--- src/rtl/ime_mv_ram_sp_ctl_pkg.sv ---
// Shared definitions for the IME motion-vector RAM controller.
// Optional parity storage is selected with the IME_MV_RAM_PARITY_EN macro.
package ime_mv_ram_sp_ctl_pkg;

  // Default stored word width and address width (64 entries of 13 bits).
  localparam int MV_WD_DEF  = 13;
  localparam int ADR_WD_DEF = 6;

  // Controller states: host-accessible, or hardware clear in progress.
  typedef enum logic {
    IDLE  = 1'b0,
    CLEAR = 1'b1
  } state_t;

endpackage

--- src/rtl/ime_mv_ram_sp_ctl_ram_1p.sv ---
// Behavioural single-port RAM.
// Low-active chip enable and write enable.
// The read output is registered and keeps its value between reads.
module ram_1p #(
  parameter int Word_Width = 13,
  parameter int Addr_Width = 6
) (
  input  logic                  clk,
  input  logic                  cen,
  input  logic                  wen,
  input  logic [Addr_Width-1:0] adr,
  input  logic [Word_Width-1:0] din,
  output logic [Word_Width-1:0] dout
);

  logic [Word_Width-1:0] mem [0:(1<<Addr_Width)-1];

  // Single access per cycle: write when wen is low, otherwise read into dout.
  always_ff @(posedge clk) begin
    if (!cen) begin
      if (!wen) begin
        mem[adr] <= din;
      end else begin
        dout <= mem[adr];
      end
    end
  end

endmodule

--- src/rtl/ime_mv_ram_sp_ctl.sv ---
// Motion-vector store for IME: single-port RAM with a read-valid strobe,
// a read-data hold register, a collision strobe and a hardware clear sequencer.
// Define IME_MV_RAM_PARITY_EN to store an even-parity bit per word and
// to expose par_err_o.
module ime_mv_ram_sp_ctl
  import ime_mv_ram_sp_ctl_pkg::*;
#(
  parameter int               MV_WD   = MV_WD_DEF,
  parameter int               ADR_WD  = ADR_WD_DEF,
  parameter logic [MV_WD-1:0] CLR_VAL = '0
) (
  input  logic              clk,
  input  logic              rst,
  input  logic              clr_i,
  input  logic [ADR_WD-1:0] adr_i,
  input  logic              wr_ena_i,
  input  logic [MV_WD-1:0]  wr_dat_i,
  input  logic              rd_ena_i,
  output logic [MV_WD-1:0]  rd_dat_o,
  output logic              rd_vld_o,
  output logic              busy_o,
`ifdef IME_MV_RAM_PARITY_EN
  output logic              par_err_o,
`endif
  output logic              col_o
);

`ifdef IME_MV_RAM_PARITY_EN
  localparam int SW = MV_WD + 1;
`else
  localparam int SW = MV_WD;
`endif

  state_t            state_reg, state_next;
  logic [ADR_WD-1:0] cnt_reg, cnt_next;
  logic              rd_vld_reg;
  logic              col_reg;
  logic [MV_WD-1:0]  hold_reg;

  logic              ram_cen, ram_wen;
  logic [ADR_WD-1:0] ram_adr;
  logic [SW-1:0]     ram_din, ram_dout;
  logic [SW-1:0]     host_word, clr_word;

  logic host_ok, wr_req, rd_req, col_req;

`ifdef IME_MV_RAM_PARITY_EN
  assign host_word = {^wr_dat_i, wr_dat_i};
  assign clr_word  = {^CLR_VAL, CLR_VAL};
`else
  assign host_word = wr_dat_i;
  assign clr_word  = CLR_VAL;
`endif

  // Host accesses are honoured only in IDLE and never while reset is held.
  assign host_ok = (state_reg == IDLE) && !rst;
  assign wr_req  = host_ok && !wr_ena_i;
  assign rd_req  = host_ok && !rd_ena_i && wr_ena_i;
  assign col_req = host_ok && !wr_ena_i && !rd_ena_i;

  // Next-state logic: start the clear on clr_i, walk every address once.
  always_comb begin
    state_next = state_reg;
    cnt_next   = cnt_reg;
    case (state_reg)
      IDLE: begin
        if (clr_i) begin
          state_next = CLEAR;
          cnt_next   = '0;
        end
      end
      CLEAR: begin
        cnt_next = cnt_reg + 1'b1;
        if (cnt_reg == '1) begin
          state_next = IDLE;
        end
      end
      default: state_next = IDLE;
    endcase
  end

  // RAM port mux: the clear sequencer owns the port while busy; a write wins over a read.
  always_comb begin
    ram_cen = 1'b1;
    ram_wen = 1'b1;
    ram_adr = adr_i;
    ram_din = host_word;
    if (state_reg == CLEAR && !rst) begin
      ram_cen = 1'b0;
      ram_wen = 1'b0;
      ram_adr = cnt_reg;
      ram_din = clr_word;
    end else if (wr_req) begin
      ram_cen = 1'b0;
      ram_wen = 1'b0;
    end else if (rd_req) begin
      ram_cen = 1'b0;
    end
  end

  // State, counter, strobes and read-data hold register.
  always_ff @(posedge clk) begin
    if (rst) begin
      state_reg  <= IDLE;
      cnt_reg    <= '0;
      rd_vld_reg <= 1'b0;
      col_reg    <= 1'b0;
      hold_reg   <= '0;
    end else begin
      state_reg  <= state_next;
      cnt_reg    <= cnt_next;
      rd_vld_reg <= rd_req;
      col_reg    <= col_req;
      hold_reg   <= rd_dat_o;
    end
  end

  ram_1p #(
    .Word_Width (SW),
    .Addr_Width (ADR_WD)
  ) u_ram (
    .clk  (clk),
    .cen  (ram_cen),
    .wen  (ram_wen),
    .adr  (ram_adr),
    .din  (ram_din),
    .dout (ram_dout)
  );

  // Fresh RAM data in the completion cycle, otherwise the last completed read.
  assign rd_dat_o = rd_vld_reg ? ram_dout[MV_WD-1:0] : hold_reg;
  assign rd_vld_o = rd_vld_reg;
  assign busy_o   = (state_reg == CLEAR);
  assign col_o    = col_reg;

`ifdef IME_MV_RAM_PARITY_EN
  assign par_err_o = rd_vld_reg && ((^ram_dout[MV_WD-1:0]) != ram_dout[MV_WD]);
`endif

endmodule

--- config.mk ---
export PLATFORM = sky130hd
export DESIGN_NAME = ime_mv_ram_sp_ctl
export DESIGN_NICKNAME = d
export VERILOG_FILES = /design/src/rtl/ime_mv_ram_sp_ctl_pkg.sv /design/src/rtl/ime_mv_ram_sp_ctl_ram_1p.sv /design/src/rtl/ime_mv_ram_sp_ctl.sv
export SDC_FILE = /design/constraint.sdc
export NUM_CORES = 1
export LEC_CHECK = 0
export BUFFER_PORTS_ARGS = -buffer_cell sky130_fd_sc_hd__buf_2
export CAP_MARGIN = 20
export CORE_MARGIN = 5
export CORE_UTILIZATION = 56
export DETAILED_ROUTE_END_ITERATION = 7
export MAX_ROUTING_LAYER = met4
export PLACE_DENSITY = 0.75
export SETUP_SLACK_MARGIN = 0.02
export SYNTH_ARGS = -nofsm -noshare
export SYNTH_HDL_FRONTEND = slang
export SYNTH_SLANG_ARGS = --single-unit
export TNS_END_PERCENT = 1
--- constraint.sdc ---
create_clock -name clk -period 2.77 [get_ports clk]
set_input_delay 0.554 -clock clk [delete_from_list [all_inputs] [get_ports clk]]
set_output_delay 0.554 -clock clk [all_outputs]
set_load 0.005 [all_outputs]
* After elaboration in Yosys (flattened, before gate mapping)
Memory sizes are Yosys's and may differ from the RTL's. A register that Yosys moved wholly into a read port is not among the register bits.
Index checks and enable logic that the tools add are counted.
** Word-level totals
- Output and inout bits :: 16
- Bits in writable memories :: 832
- Memory bits (read-only) :: 0
- Bits in latches :: 0
- Register bits :: 22
- Memories :: 1
- Input port bits :: 24
** Operators by class
- Magnitude comparators :: 0
- Bitwise operators :: 2
- Reduce and logical (&&, ||, !) cells :: 10
- Divide/modulo/power cells :: 0
- Add/subtract/negate cells :: 1
- Muxes and demuxes :: 16
- Shift operators :: 0
- Eq/ne operators :: 2
- $mul :: 0
** Memory list
- u_ram.mem :: words 64, width 13, rd ports 1, clocked after Yosys merged registers in 1, write ports 1, RTL line ime_mv_ram_sp_ctl_ram_1p.sv:16 : logic [Word_Width-1:0] mem [0:(1<<Addr_Width)-1];
** Operators by type and width (number)
- $mux 13 :: 2
- $mux 6 :: 2
- $pmux 6 s2 :: 1
- $mux 1 :: 10
- $add 6x1->6 const B :: 1
- $eq 6x6->1 const B :: 1
- $logic_and 1x1->1 :: 6
- $logic_not 1->1 :: 3
- $ne 2x2->1 const B :: 1
- $not 1->1 :: 2
- $pmux 1 s2 :: 1
- $reduce_and 2->1 :: 1

* Depth between registers and ports, before layout
- Depth after elaboration :: 9
- Mapped depth :: 13

* Cells and area by module
A second synthesis with hierarchy kept.
** Unflattened totals
- Cell total of the unflattened synthesis :: 1945
- Area total of the unflattened synthesis :: 33692.3 µm²
** By module, submodules not included
- ram_1p :: sequential area each 25374.3 µm², area an instance 32638.8 µm², cells an instance 1838, instances 1
- ime_mv_ram_sp_ctl :: sequential area each 440.4 µm², area an instance 1053.5 µm², cells an instance 107, instances 1

* Worst setup path after synthesis
Ideal clock, no wire load.
- Path type :: input port to flip-flop
- From :: input port rst
- To :: memory u_ram.mem[13][0], enable pin
- Stages :: 10
- Data required time :: 2388 ps
- Path slack :: -191 ps
- Buffers on the path :: 5
- Arrival :: 2579 ps
- Cells stage by stage :: nand2b_1 buf_2 nor2_1 a31oi_1 buf_2 buf_2 buf_2 or3_1 clkbuf_1 nor2_1
** On the way
- Longest elaborated chain between the ends :: 9
** RTL lines
- start: declaration :: RTL line ime_mv_ram_sp_ctl.sv:13 : input logic rst,
- $logic_not 1->1 (*) :: RTL line ime_mv_ram_sp_ctl.sv:56, ime_mv_ram_sp_ctl.sv:88
- $logic_and 1x1->1 :: RTL line ime_mv_ram_sp_ctl.sv:56 : assign host_ok = (state_reg == IDLE) && !rst;
- $logic_and 1x1->1 (2 in series) :: RTL line ime_mv_ram_sp_ctl.sv:58 : assign rd_req = host_ok && !rd_ena_i && wr_ena_i;
- $mux 1 :: RTL line ime_mv_ram_sp_ctl.sv:96 : end else if (rd_req) begin
- $mux 1 :: RTL line ime_mv_ram_sp_ctl.sv:93 : end else if (wr_req) begin
- $mux 1 :: RTL line ime_mv_ram_sp_ctl.sv:88 : if (state_reg == CLEAR && !rst) begin
- $mux 1 :: RTL line ime_mv_ram_sp_ctl_ram_1p.sv:20 : if (!cen) begin
- $mux 1 (not written as such) :: RTL line ime_mv_ram_sp_ctl_ram_1p.sv:22 : mem[adr] <= din;
- end: declaration :: RTL line ime_mv_ram_sp_ctl_ram_1p.sv:16
Every way passes the cells marked *; elsewhere a longest branch is shown, timed or not.

* Final worst setup path
- From :: register cnt_reg[2]
- To :: register u_ram.dout[2], read port of u_ram.mem, data pin
** On the way
- Longest elaborated chain between the ends :: 1
** RTL lines
- start: declaration :: RTL line ime_mv_ram_sp_ctl.sv:35 : logic [ADR_WD-1:0] cnt_reg, cnt_next;
- start signal: assignment :: RTL line ime_mv_ram_sp_ctl.sv:111 : cnt_reg <= cnt_next;
- $mux 6 :: RTL line ime_mv_ram_sp_ctl.sv:88
- end: declaration :: RTL line ime_mv_ram_sp_ctl_ram_1p.sv:13 : output logic [Word_Width-1:0] dout
Every way passes these cells.
A chain may end at the register's enable or synchronous reset.

==> qor.csv <==
metric,value,unit
Slew HR,35.7,%
Die H,254,um
"EDFF count, synth",845,
drt first-iter violations,4380,
kind of critical path,reg2reg,
max-cap check violation count,0,
CP Launch Type,flip-flop,
CTS buffer count,86,
Critical Path RT,3.15,ns
status,"finished, violations left",
worst-margin pin slew,0.964,ns
Final Max Tran Viols,0,
"Hold-fix buffers, CTS",0,
nets@finish,2607,
compound-cell area share of the yosys netlist,12.6,%
final hold vios,0,
"Critical Path, Cell by Cell",buf_4 > nand3b_4 > o32ai_4 > buf_4 > buf_12 > nand2_1 > nand4_1 > a2111oi_4 > o22ai_2 > or4_4,
worst vdd ir,0.642,mV
adder-cell share of the synthesized area,0.0375,%
largest net degree at the start of global routing,65,
layout cells sized above 1,27.8,%
Synthesized Nets,2155,
maximum clock frequency,331,MHz
clock latency on the worst-skew pair,0.65,ns
global-route wire length before repair,160000,um
Root Buffer,clkbuf_16,
Leak Pwr,14.2,nW
max reg flops,832,
worst r2r src,cnt_reg[2],
ys flop type,edfxtp_1,
Bufs on Longest Clock Path,3,
"Seq/Total Area, Yosys",77.5,%
post-synthesis async set-or-reset flop share,0,%
GPL Wtd Cong,1.02,
crit path max-delay cell type,or4_4,
setup slack after layout,-0.250,ns
Syn. warnings,0,
antenna violations before repair,7,
Worst R2R End,u_ram.dout[2],
Post-Synth XOR/XNOR Area,0,%
Post-Synth Simple-Gate Area,7.09,%
multiplexer share of the synthesized area,0.860,%
Setup crit end kind,flip-flop,
largest cells by area after synthesis,"edfxtp_1, a22oi_1, nand2_1",
area grow syn2layout,25.3,%
post-synth top area cell,edfxtp_1,
starting density of the core,56.5,%
CP most frequent cell,buf_4,
TNS Setup,-2.47,ns
Final ANT Viol Nets,0,
PwrDens,673,mW/mm^2
Setup crit end,u_ram.dout[2],
I/O pin total,40,
Yosys reg bits,867,
htree depth,3,
"Arr. time, crit path",3.41,ns
Mapped Avg Cell Area,15.6,um^2
Final Cell Area,0.0418,mm^2
total die area,0.0645,mm^2
# setup viols final,13,
via count,23500,
worst setup path startpoint,cnt_reg[2],
wire per inst,33.1,um
# port buffers,39,
maximum fanout along the worst path,22,
final cell count without fillers,3429,
area post-placement,0.0385,mm^2
Mapped Area,0.0333,mm^2
commonest cells in the netlist,"edfxtp_1, nand2_1, a22oi_1",
Tmin final,3.02,ns
vias in the first global route,22400,
Pre-antenna DRT Iters,7,
Yosys top cell area share,76.1,%
num rows,89,
TritonCTS clock tree,built,
post-detailed-placement half-perimeter wirelength,73800,um
clock-pin slew on the worst setup and hold paths,0.06,ns
"count leader, synth",edfxtp_1,
Cells after DPL,3250,
fin crit share,109,%
core area,0.0590,mm^2
via/cell ratio,6.84,
Sink Count,867,
failing checks,negative setup slack,
Yosys cell types,67,
Final Core Density,70.8,%
R2R depth,10,
fillers,3722,
Post-Route WL,113000,um
Gate Count Post-Synth,2130,
largest family of logic cells by synthesized area,compound AO/OA/AOI/OAI gates,
Overflow after GRT,0,
GRT Overall Usage,35.8,%
unrepaired setup endpoints after global routing,yes,
Min-Delay Path Class,in2reg,
Clock Skews,0.0269,ns
CP max stage delay,0.56,ns
"reg-to-reg slack, setup",-0.25,ns
die width,254,um
# DRC,0,
[worst min path at each step]
stage | from | end | slack [ns] | depth (start not counted)
after CTS | rd_ena_i | col_o | 0.09 | 2
after global placement | cnt_reg[4] | cnt_reg[4] | 0.55 | 2
final | rd_ena_i | col_o | 0.11 | 2
after detailed placement | cnt_reg[4] | cnt_reg[4] | 0.56 | 2
after floorplan | cnt_reg[4] | cnt_reg[4] | 0.50 | 2
after global routing | rd_ena_i | col_o | 0.12 | 2
[through the flow]
step           power [mW]  hold slack (ns)  setup slack, ns
2_1_floorplan        15.6            0.503           -0.125
3_3_place_gp         16.8            0.548            -1.47
3_5_place_dp         16.8            0.556           -0.948
4_1_cts              28.1           0.0873           -0.187
5_1_grt              28.8            0.118           -0.282
6_report             28.1            0.109           -0.250
[routing by layer]
layer / track usage (%) / up-vias / wire length, um
li1: - / 9460 / -
met1: 49.3 / 11600 / 41800
met2: 51.8 / 2050 / 50500
met3: 9.57 / 304 / 15900
met4: 14.3 / 0 / 5200
met5: - / - / 0
[placed cells by master (no fill, tap or decap), types with 12 or more instances in the layout]
cell,instances
nand4_1,18
nand2_1,221
nor2b_1,13
nor2_1,71
buf_4,354
a22oi_1,173
a22o_1,47
and3_1,16
clkinv_1,13
dfxtp_1,20
a221oi_1,38
mux2_2,13
nor3_1,17
a21oi_1,60
nand3_1,34
clkinv_2,14
and2_2,13
a21o_1,12
o21ai_1,13
edfxtp_1,845
o21ai_0,110
mux2i_1,14
buf_2,40
a31oi_1,42
nor2_2,21
buf_12,91
a222oi_1,17
clkbuf_1,22
clkbuf_16,88
[final cells by class]
cell class | count | area, um^2 | area share, %
antenna | 6 | 15.0 | 0.0359
clock buffer | 113 | 2310 | 5.54
clock inverter | 43 | 432 | 1.03
inverter | 6 | 22.5 | 0.0539
multi-input combinational | 1125 | 7380 | 17.7
sequential | 867 | 25800 | 61.8
tap | 773 | 967 | 2.32
timing repair buffer | 496 | 4820 | 11.6
[where the power goes]
part | internal, mW | leakage [nW] | total, mW | switching, mW
Clock | 6.48 | 1.34 | 11.4 | 4.93
Sequential | 14.5 | 7.82 | 14.6 | 0.0282
Combinational | 0.775 | 5.01 | 2.13 | 1.36
Total | 21.8 | 14.2 | 28.1 | 6.32
[worst max-delay path, delay by kind of cell, from the launching register on]
kind / cells / cell delay, ns
simple gates: 4 / 1.03
compound gates: 3 / 0.79
flops: 1 / 0.33
buf+inv: 3 / 0.58
[cell families (layout without fill, tap and decap cells)]
kind of cell | Yosys count | count (layout)
buffers and inverters | 140 | 658
DFF | 867 | 867
AOI/OAI and AO/OA | 594 | 596
muxes | 27 | 27
and+or+nand+nor | 501 | 501
adders and majority gates | 1 | 1
other | 0 | 6
[timing repair]
item	in CTS	in global routing
buffers inserted	12	2
gates resized for setup	44	33
endpoints found under the setup margin	171	103
cloned	1	2
hold endpoints to repair	0	0
pin swaps	14	19
Power figures use the tool's default switching activity.
